--- config.mk ---
export PLATFORM = sky130hd
export DESIGN_NAME = gat_classifier
export DESIGN_NICKNAME = d
export VERILOG_FILES = /design/src/rtl/gat_classifier.sv
export SDC_FILE = /design/constraint.sdc
export NUM_CORES = 1
export LEC_CHECK = 0
export CAP_MARGIN = 20
export CORE_UTILIZATION = 40
export CTS_CLUSTER_SIZE = 14
export DETAILED_ROUTE_END_ITERATION = 12
export PLACE_DENSITY = 0.7
export SLEW_MARGIN = 25
export SYNTH_ARGS = -nofsm -noshare
export SYNTH_HDL_FRONTEND = slang
export SYNTH_SLANG_ARGS = --single-unit
--- constraint.sdc ---
create_clock -name clk -period 2.8 [get_ports clk]
set_input_delay 0.56 -clock clk [delete_from_list [all_inputs] [get_ports clk]]
set_output_delay 0.56 -clock clk [all_outputs]
set_load 0.02 [all_outputs]
--- src/rtl/gat_classifier.sv ---
// Arg-max classifier for the final GAT layer: reads every node's feature vector
// from the feature BRAM and streams {node, class, score} labels over valid/ready.
module gat_classifier #(
  parameter int NUM_SUBGRAPHS      = 25,
  parameter int NUM_FEATURE_FINAL  = 7,
  parameter int NEW_FEATURE_WIDTH  = 32,
  parameter int NEW_FEATURE_ADDR_W = (NUM_SUBGRAPHS * NUM_FEATURE_FINAL > 1) ?
                                     $clog2(NUM_SUBGRAPHS * NUM_FEATURE_FINAL) : 1,
  parameter int CLASS_W            = (NUM_FEATURE_FINAL > 1) ? $clog2(NUM_FEATURE_FINAL) : 1,
  parameter int NODE_W             = (NUM_SUBGRAPHS > 1) ? $clog2(NUM_SUBGRAPHS) : 1
) (
  input  logic                          clk,
  input  logic                          rst,
  input  logic                          gat_ready_i,
  output logic                          feat_bram_enb,
  output logic [NEW_FEATURE_ADDR_W-1:0] feat_bram_addrb_conv2,
  input  logic [NEW_FEATURE_WIDTH-1:0]  feat_bram_dout,
  output logic                          label_vld_o,
  input  logic                          label_rdy_i,
  output logic [NODE_W-1:0]             label_node_o,
  output logic [CLASS_W-1:0]            label_class_o,
  output logic [NEW_FEATURE_WIDTH-1:0]  label_score_o,
  output logic                          cls_busy_o,
  output logic                          cls_done_o
);

  // state   | meaning
  // S_IDLE  | waiting for a rising edge on gat_ready_i
  // S_READ  | issuing feature reads, addresses 0..N*F-1
  // S_DRAIN | all reads issued, waiting for the last label to be accepted
  // S_DONE  | one-cycle completion pulse, then back to idle

  localparam int TOTAL = NUM_SUBGRAPHS * NUM_FEATURE_FINAL;
  localparam int ACC_W = $clog2(NUM_SUBGRAPHS + 1);

  localparam logic [NEW_FEATURE_ADDR_W-1:0] LAST_ADDR  = NEW_FEATURE_ADDR_W'(TOTAL - 1);
  localparam logic [CLASS_W-1:0]            LAST_FEAT  = CLASS_W'(NUM_FEATURE_FINAL - 1);
  localparam logic [ACC_W-1:0]              LAST_LABEL = ACC_W'(NUM_SUBGRAPHS - 1);

  typedef enum logic [1:0] {
    S_IDLE,
    S_READ,
    S_DRAIN,
    S_DONE
  } state_t;

  state_t                          state;
  logic                            gat_ready_q;
  logic                            start;
  logic                            start_run;
  logic                            handshake;
  logic                            stall;

  logic [NEW_FEATURE_ADDR_W-1:0]   addr;
  logic [CLASS_W-1:0]              iss_feat;

  logic                            rd_vld;
  logic                            rd_first;
  logic                            rd_last;
  logic [CLASS_W-1:0]              rd_feat;

  logic signed [NEW_FEATURE_WIDTH-1:0] dout_s;
  logic signed [NEW_FEATURE_WIDTH-1:0] max_q;
  logic        [CLASS_W-1:0]           cls_q;
  logic                                take_new;
  logic signed [NEW_FEATURE_WIDTH-1:0] new_max;
  logic        [CLASS_W-1:0]           new_cls;
  logic                                cmpl;

  logic [NODE_W-1:0]               node_cnt;
  logic [ACC_W-1:0]                acc_cnt;

  logic                            pend_vld;
  logic [NODE_W-1:0]               pend_node;
  logic [CLASS_W-1:0]              pend_class;
  logic [NEW_FEATURE_WIDTH-1:0]    pend_score;

  assign start     = gat_ready_i & ~gat_ready_q;
  assign start_run = start & (state == S_IDLE);
  assign handshake = label_vld_o & label_rdy_i;
  assign stall     = label_vld_o & ~label_rdy_i;

  // Reads stop while the output is blocked or pending is occupied, so at most
  // one in-flight completion can ever need the pending slot.
  assign feat_bram_enb         = (state == S_READ) & ~stall & ~pend_vld;
  assign feat_bram_addrb_conv2 = addr;

  assign cls_busy_o = (state == S_READ) | (state == S_DRAIN);
  assign cls_done_o = (state == S_DONE);

  assign dout_s   = feat_bram_dout;
  assign take_new = rd_first | (dout_s > max_q);
  assign new_max  = take_new ? dout_s  : max_q;
  assign new_cls  = take_new ? rd_feat : cls_q;
  assign cmpl     = rd_vld & rd_last;

  always_ff @(posedge clk) begin
    if (rst) begin
      state       <= S_IDLE;
      gat_ready_q <= 1'b0;
      addr        <= '0;
      iss_feat    <= '0;
    end else begin
      gat_ready_q <= gat_ready_i;
      case (state)
        S_IDLE: begin
          if (start) begin
            state    <= S_READ;
            addr     <= '0;
            iss_feat <= '0;
          end
        end
        S_READ: begin
          if (feat_bram_enb) begin
            if (addr == LAST_ADDR) begin
              state <= S_DRAIN;
            end else begin
              addr     <= addr + NEW_FEATURE_ADDR_W'(1);
              iss_feat <= (iss_feat == LAST_FEAT) ? '0 : iss_feat + CLASS_W'(1);
            end
          end
        end
        S_DRAIN: begin
          if (handshake && (acc_cnt == LAST_LABEL)) begin
            state <= S_DONE;
          end
        end
        S_DONE: begin
          state <= S_IDLE;
        end
        default: begin
          state <= S_IDLE;
        end
      endcase
    end
  end

  always_ff @(posedge clk) begin
    if (rst) begin
      rd_vld        <= 1'b0;
      rd_first      <= 1'b0;
      rd_last       <= 1'b0;
      rd_feat       <= '0;
      max_q         <= '0;
      cls_q         <= '0;
      node_cnt      <= '0;
      acc_cnt       <= '0;
      pend_vld      <= 1'b0;
      pend_node     <= '0;
      pend_class    <= '0;
      pend_score    <= '0;
      label_vld_o   <= 1'b0;
      label_node_o  <= '0;
      label_class_o <= '0;
      label_score_o <= '0;
    end else begin
      rd_vld <= feat_bram_enb;
      if (feat_bram_enb) begin
        rd_first <= (iss_feat == '0);
        rd_last  <= (iss_feat == LAST_FEAT);
        rd_feat  <= iss_feat;
      end

      if (rd_vld) begin
        max_q <= new_max;
        cls_q <= new_cls;
      end

      if (start_run) begin
        node_cnt <= '0;
        acc_cnt  <= '0;
      end else begin
        if (cmpl) begin
          node_cnt <= node_cnt + NODE_W'(1);
        end
        if (handshake) begin
          acc_cnt <= acc_cnt + ACC_W'(1);
        end
      end

      // Output register: pending drains first, a fresh result goes straight
      // out when the slot is free or being emptied, otherwise it parks.
      if (handshake) begin
        if (pend_vld) begin
          label_node_o  <= pend_node;
          label_class_o <= pend_class;
          label_score_o <= pend_score;
          pend_vld      <= 1'b0;
        end else if (cmpl) begin
          label_node_o  <= node_cnt;
          label_class_o <= new_cls;
          label_score_o <= new_max;
        end else begin
          label_vld_o <= 1'b0;
        end
      end else if (cmpl) begin
        if (!label_vld_o) begin
          label_vld_o   <= 1'b1;
          label_node_o  <= node_cnt;
          label_class_o <= new_cls;
          label_score_o <= new_max;
        end else begin
          pend_vld   <= 1'b1;
          pend_node  <= node_cnt;
          pend_class <= new_cls;
          pend_score <= new_max;
        end
      end
    end
  end

endmodule

Yosys cells after proc, flatten, opt, wreduce, memory -nomap -nowiden
Index checks and enable logic that the tools add are counted.
Widths: inputs -> output; s select.
{ "totals": {"wordCells": 102, "reg_bits": 147, "memories": 0, "inputBits": 36, "mem_bits_ro": 0, "latchBits": 0, "out_inout_bits": 52, "ramBits": 0} }
{ "classes": {"n_mul": 0, "div": 0, "n_reduce_logical": 14, "n_lt_le_gt_ge": 1, "n_addsub": 4, "eq_ne": 14, "shifts": 0, "n_mux": 35, "bitwise_logic": 14} }
{ "op_table": {"columns": ["op", "count"], "rows": [
  ["$mux 32", 6],
  ["$gt 32x32->1", 1],
  ["$mux 3", 10],
  ["$mux 5", 5],
  ["$mux 8", 3],
  ["$pmux 8 s2", 1],
  ["$add 5x1->5 const B", 2],
  ["$ne 2x2->1 const B", 5],
  ["$reduce_and 3->1", 3],
  ["$add 8x1->8 const B", 1],
  ["$eq 8x8->1 const B", 1],
  ["$mux 2", 4],
  ["$pmux 2 s4", 1],
  ["$reduce_and 4->1", 2],
  ["$and 1x1->1", 7],
  ["$ne 2x1->1 const B", 3],
  ["$pmux 3 s2", 1],
  ["$reduce_bool 2->1", 3],
  ["$eq 5x5->1 const B", 1],
  ["$not 1->1", 5],
  ["$eq 2x2->1 const B", 2],
  ["$mux 1", 4],
  ["$reduce_or 2->1", 2],
  ["$add 3x1->3 const B", 1],
  ["7 further kinds", 8]
]} }

Depth between registers and ports, before layout
{ "logic_depth": {"ltp_word": 7, "depth_mapped": 12, "depth_no_buf": 10} }

Worst setup path after synthesis
Ideal clock, no wire load.
{ "synth_timing": {"path_type": "input-to-reg", "start": "input port feat_bram_dout[31]", "end": "register label_score_o[10]", "path_slack_ps": -28, "path_buffers": 2, "setup_ps": 134, "arrival_ps": 2694, "path_stages": 10, "required_time_ps": 2666, "path_cell_list": "ha_1 -> nand4_2 -> nor4_4 -> nand4_2 -> o211a_1 -> a311o_1 -> buf_4 -> buf_6 -> a221oi_2 -> o22ai_1"} }
{ "synth_between": {"elab_chain_len": 6, "word_cells_on_any_way": 8, "cone_classes": "1 x order compare; 6 x mux; 1 x bitwise"} }
{ "synth_rtl": {"columns": ["element", "line", "source"], "rows": [
  ["from (decl)", "17", "input logic [NEW_FEATURE_WIDTH-1:0] feat_bram_dout,"],
  ["$gt 32x32->1 (*)", "92", "assign take_new = rd_first | (dout_s > max_q);"],
  ["$or 1x1->1 (*)", "92", null],
  ["$mux 32 (*)", "93", "assign new_max = take_new ? dout_s : max_q;"],
  ["$mux 32, on equally long branches", "197, 189", null],
  ["$mux 32, on equally long branches", "196, 184", null],
  ["$mux 32 (*)", "183", "if (handshake) begin"],
  ["to (signal assigned)", "187", "label_score_o <= pend_score;"],
  ["to (signal assigned)", "192", "label_score_o <= new_max;"],
  ["to (signal assigned)", "201", "label_score_o <= new_max;"],
  ["to (decl)", "22", "output logic [NEW_FEATURE_WIDTH-1:0] label_score_o,"]
]} }
Mark *: on every way between the ends. The rest lies on a longest branch, timed or not. The select of a mux whose other input is x is not followed.
A chain may end at the register's enable or synchronous reset.

Worst setup path in the final report
{ "layout_timing": {"start": "input port feat_bram_dout[8]", "end": "register pend_score[1]"} }
{ "layout_between": {"elab_chain_len": 3} }
{ "layout_rtl": {"columns": ["element", "line", "source"], "rows": [
  ["$gt 32x32->1", "92", null],
  ["$or 1x1->1", "92", null],
  ["$mux 32", "93", null],
  ["to (signal assigned)", "206", "pend_score <= new_max;"],
  ["to (decl)", "76", "logic [NEW_FEATURE_WIDTH-1:0] pend_score;"]
]} }
Every way passes these cells.

==> metrics.log <==
[metrics] result of the run: complete, but fails checks
[metrics] failing checks: negative setup slack
[metrics] GR Util met3: 4.12%
[metrics] highest attainable clock frequency: 343 MHz
[metrics] minimum setup slack among reg-to-reg paths: -0.08 ns
[metrics] cells along the critical path: clkdlybuf4s15_1 > ha_4 > nand4_1 > nor4_2 > buf_4 > nand4_4 > o211a_1 > a311o_2 > buf_4 > buf_16 > mux2i_4 > a211oi_1
[metrics] residual antenna-violating net count after detailed routing: 0
[metrics] worst setup path startpoint: feat_bram_dout[8]
[metrics] drt total wl: 22000 um
[metrics] Post-Synthesis Cells: 825
[metrics] H-tree depth: 4
[metrics] number of stages on the worst setup path: 12
[metrics] most frequently used cell type in the post-synthesis netlist: dfxtp_1
[metrics] CTS sink count: 147
[metrics] Worst slew margin: 48.5%
[metrics] kind of cell adding the most delay to the critical path: compound AO/OA/AOI/OAI gates
[metrics] signed area change from the synthesized netlist to the final layout: 46.4%
[metrics] total congestion overflow after global routing: 0
[metrics] Async SR Flop Fraction: 0%
[metrics] number of rows created at floorplan: 49
[metrics] Slew @ Worst Pin: 0.773 ns
[metrics] number of unique standard cell types used by synthesis: 49
[metrics] cell type with the highest aggregate area in the netlist: dfxtp_1
[metrics] Clock Root Buffer: clkbuf_16
[metrics] terminus of the critical flop-to-flop path: pend_score[1]
[metrics] flip-flop and latch count after synthesis: 147
[metrics] number of detailed-routing iterations run before antenna repair: 5
[metrics] share of the yosys chip area belonging to registers: 39.7%
[metrics] die outline area: 0.0191 mm2
[metrics] Min-Delay Path Class: reg -> reg
[metrics] portion of the clock cycle consumed by the worst path in the final layout: 104%
[metrics] number of remaining DRC errors: 0
[metrics] power after layout: 0.00765 W
[metrics] met2 usage in global routing: 36.2%
[metrics] cell with the most instances on the worst path: buf_4
[metrics] Post-synth top flop: dfxtp_1
[metrics] Core Box Area: 0.0180 mm2
[metrics] most crowded layer after global routing: met2
[metrics] leakage power: 3.72 nW
[metrics] effective utilization at floorplan: 41.1%
[metrics] Port-buffer cells: 87
[metrics] average footprint of a synthesized cell: 8.98 um2
[metrics] IR drop worst, VDD: 0.479 mV
[metrics] number of ports placed on the die boundary: 88
[metrics] vias in the first global route: 6781
[metrics] Avg WL per Cell: 18.1 um
[metrics] floorplan die width: 138 um
[metrics] Final WS setup: -0.114 ns
[metrics] number of hold violations in the final report: 0
[metrics] number of flops mapped to enable cells by yosys: 0
[metrics] number of max-cap violations: 0
[metrics] maximum number of pins on one net before global-route repair: 103
[metrics] HPWL after detailed placement: 12300 um
[metrics] 1st-iter DRT viols: 546
[metrics] worst reg2reg path startpoint: max_q[26]
[metrics] Power Density: 705 mW/mm2
[metrics] vertical die dimension: 138 um
[metrics] number of cells traversed by the worst register-to-register path: 12
[metrics] overall global routing resource usage: 22.2%
[metrics] maximum single-stage delay on the critical path: 0.37 ns
[metrics] Period minus WS final: 2.91 ns
[metrics] Startpoint Class: input port
[metrics] maximum root-to-sink buffer count: 2
[metrics] post-synth top area share: 39.7%
[metrics] Clock Skews: 0.00807 ns
[metrics] critical path arrival: 3.23 ns
[metrics] Antenna diodes: 0
[metrics] via total after detailed routing: 7051
[metrics] synthesized cell area: 0.00741 mm2
[metrics] met1 GRT Util: 29.3%
[metrics] Critical Path End Type: register
[metrics] required time of the worst setup path: 3.12 ns
[metrics] leading post-synthesis cells by instance count: 147 x dfxtp_1, 67 x a21oi_1, 66 x nor2_1
[metrics] TritonCTS clock tree: built
[metrics] Finish-stage setup viols: 84
[metrics] cts hold-fix bufs: 0
[metrics] clock input transition at the sequential cells of the worst setup and hold paths: 0.06 ns
[metrics] gp weighted congestion: 0.782
[metrics] Pins Over Slew Limit: 0
[metrics] Area contributors post-synth: dfxtp_1 40%, ha_1 7.1%, a221oi_2 6.9%
[metrics] post-synthesis net count: 903
[metrics] wire length of the first global-routing pass: 34600 um
[metrics] critical path type: in -> reg
[metrics] number of buffers inserted during clock tree synthesis: 17
[metrics] layout net count: 1051
[metrics] slowest CP cell: a311o_2
[metrics] final core occ: 60.1%
[metrics] unrepaired setup endpoints after global routing: yes
[metrics] number of antenna violations at the first check in global routing: 0
[metrics] mean number of vias per cell: 5.80
[metrics] maximum fanout along the worst path: 11
[metrics] critical path capture point: pend_score[1]
[metrics] crit path buf inv count: 4
[metrics] warning count from the yosys run: 0
[metrics] clock latency on the worst-skew pair: 0.42 ns
[metrics] share of post-route cells with drive strength above 1: 28.2%
==> report_power, final <==
part           total [W]  switching (W)  internal [W]
logic            0.00280        0.00148       0.00132
registers        0.00225      0.0000754       0.00217
clock network    0.00259       0.000926       0.00167
total            0.00765        0.00248       0.00517
==> worst min path at each step <==
| stage | slack [ns] | to | from | cells after the start |
|---|---|---|---|---|
| floorplan | 0.44 | pend_node[0] | pend_node[0] | 2 |
| global placement | 0.44 | pend_node[4] | pend_node[4] | 2 |
| finish | 0.46 | pend_node[4] | pend_node[4] | 2 |
| global route | 0.47 | pend_node[1] | pend_node[1] | 2 |
| CTS | 0.46 | pend_node[4] | pend_node[4] | 2 |
| detailed placement | 0.45 | pend_node[4] | pend_node[4] | 2 |
==> worst min-delay path: cells and delay by family (launching register included) <==
kind	cells	cell delay (ns)
simple gates	1	0.05
flops	1	0.31
compound gates	1	0.05
==> stage by stage <==
step	cells	setup WS, ns	hold slack (ns)	area, um2	setup TNS [ns]
after floorplan	825	0.0202	0.436	7410	0
after global placement	1159	-0.697	0.441	9040	-64.05
after detailed placement	1159	-0.762	0.449	9040	-70.17
after CTS	1205	-0.0321	0.457	10400	-0.622
after global routing	1215	-0.177	0.473	10800	-10.15
final	1215	-0.114	0.455	10800	-3.58
==> flip-flops by register name, summed over array words and instances (netlist names), 5 cells and up <==
| register | flops |
|---|---|
| max_q | 32 |
| label_node_o | 5 |
| pend_score | 32 |
| feat_bram_addrb_conv2 | 8 |
| label_score_o | 32 |
| acc_cnt | 5 |
| node_cnt | 5 |
| pend_node | 5 |
==> kinds of logic (layout without fill, tap and decap cells) <==
| family | after synthesis | after routing | share of synthesized area [%] |
|---|---|---|---|
| buffers and inverters | 117 | 278 | 6.77 |
| and+or+nand+nor | 225 | 225 | 15.3 |
| AOI/OAI and AO/OA | 271 | 271 | 28.2 |
| adders and majority gates | 42 | 42 | 7.10 |
| xor gates and xnor gates | 14 | 14 | 1.66 |
| DFF | 147 | 147 | 39.7 |
| muxes | 9 | 9 | 1.23 |
==> metal layers <==
layer	wire length (um)	vias to the layer above	share of wire, %
met5	0	-	0
met4	320	0	1.5
met3	977	29	4.4
met2	10700	202	48
met1	10100	3441	46
li1	-	3379	-
==> layout make-up <==
type / instances / area (um2)
flip-flops and latches: 147 / 2960
clock buffers: 18 / 429
inverters: 42 / 158
well taps: 229 / 287
multi-input cells: 561 / 4750
clock inverters: 14 / 235
fillers: 1459 / 7180
repair buffers: 204 / 2020
==> placed cells by master (no fill, tap or decap), types with 13 or more instances in the layout <==
cell / Yosys / final
inv_1: 42 / 33
dlygate4sd2_1: 0 / 17
buf_4: 3 / 93
a21oi_1: 67 / 55
ha_4: 0 / 17
a211oi_1: 41 / 36
nor4_1: 32 / 27
a22oi_1: 35 / 35
clkbuf_16: 0 / 18
nand3_1: 37 / 36
ha_1: 42 / 25
dfxtp_2: 0 / 17
nor2_1: 66 / 65
a221oi_4: 0 / 34
nand4_1: 13 / 13
a21o_1: 35 / 35
clkdlybuf4s50_1: 0 / 58
dfxtp_1: 147 / 130
o22ai_1: 35 / 35
nand2_1: 44 / 42
==> timing repair <==
item | CTS | global route
gates resized for setup | 97 | 76
endpoints found under the setup margin | 106 | 105
pin swaps | 74 | 44
setup buffers | 9 | 9
cloned | 5 | 1
Power figures use the tool's default switching activity.
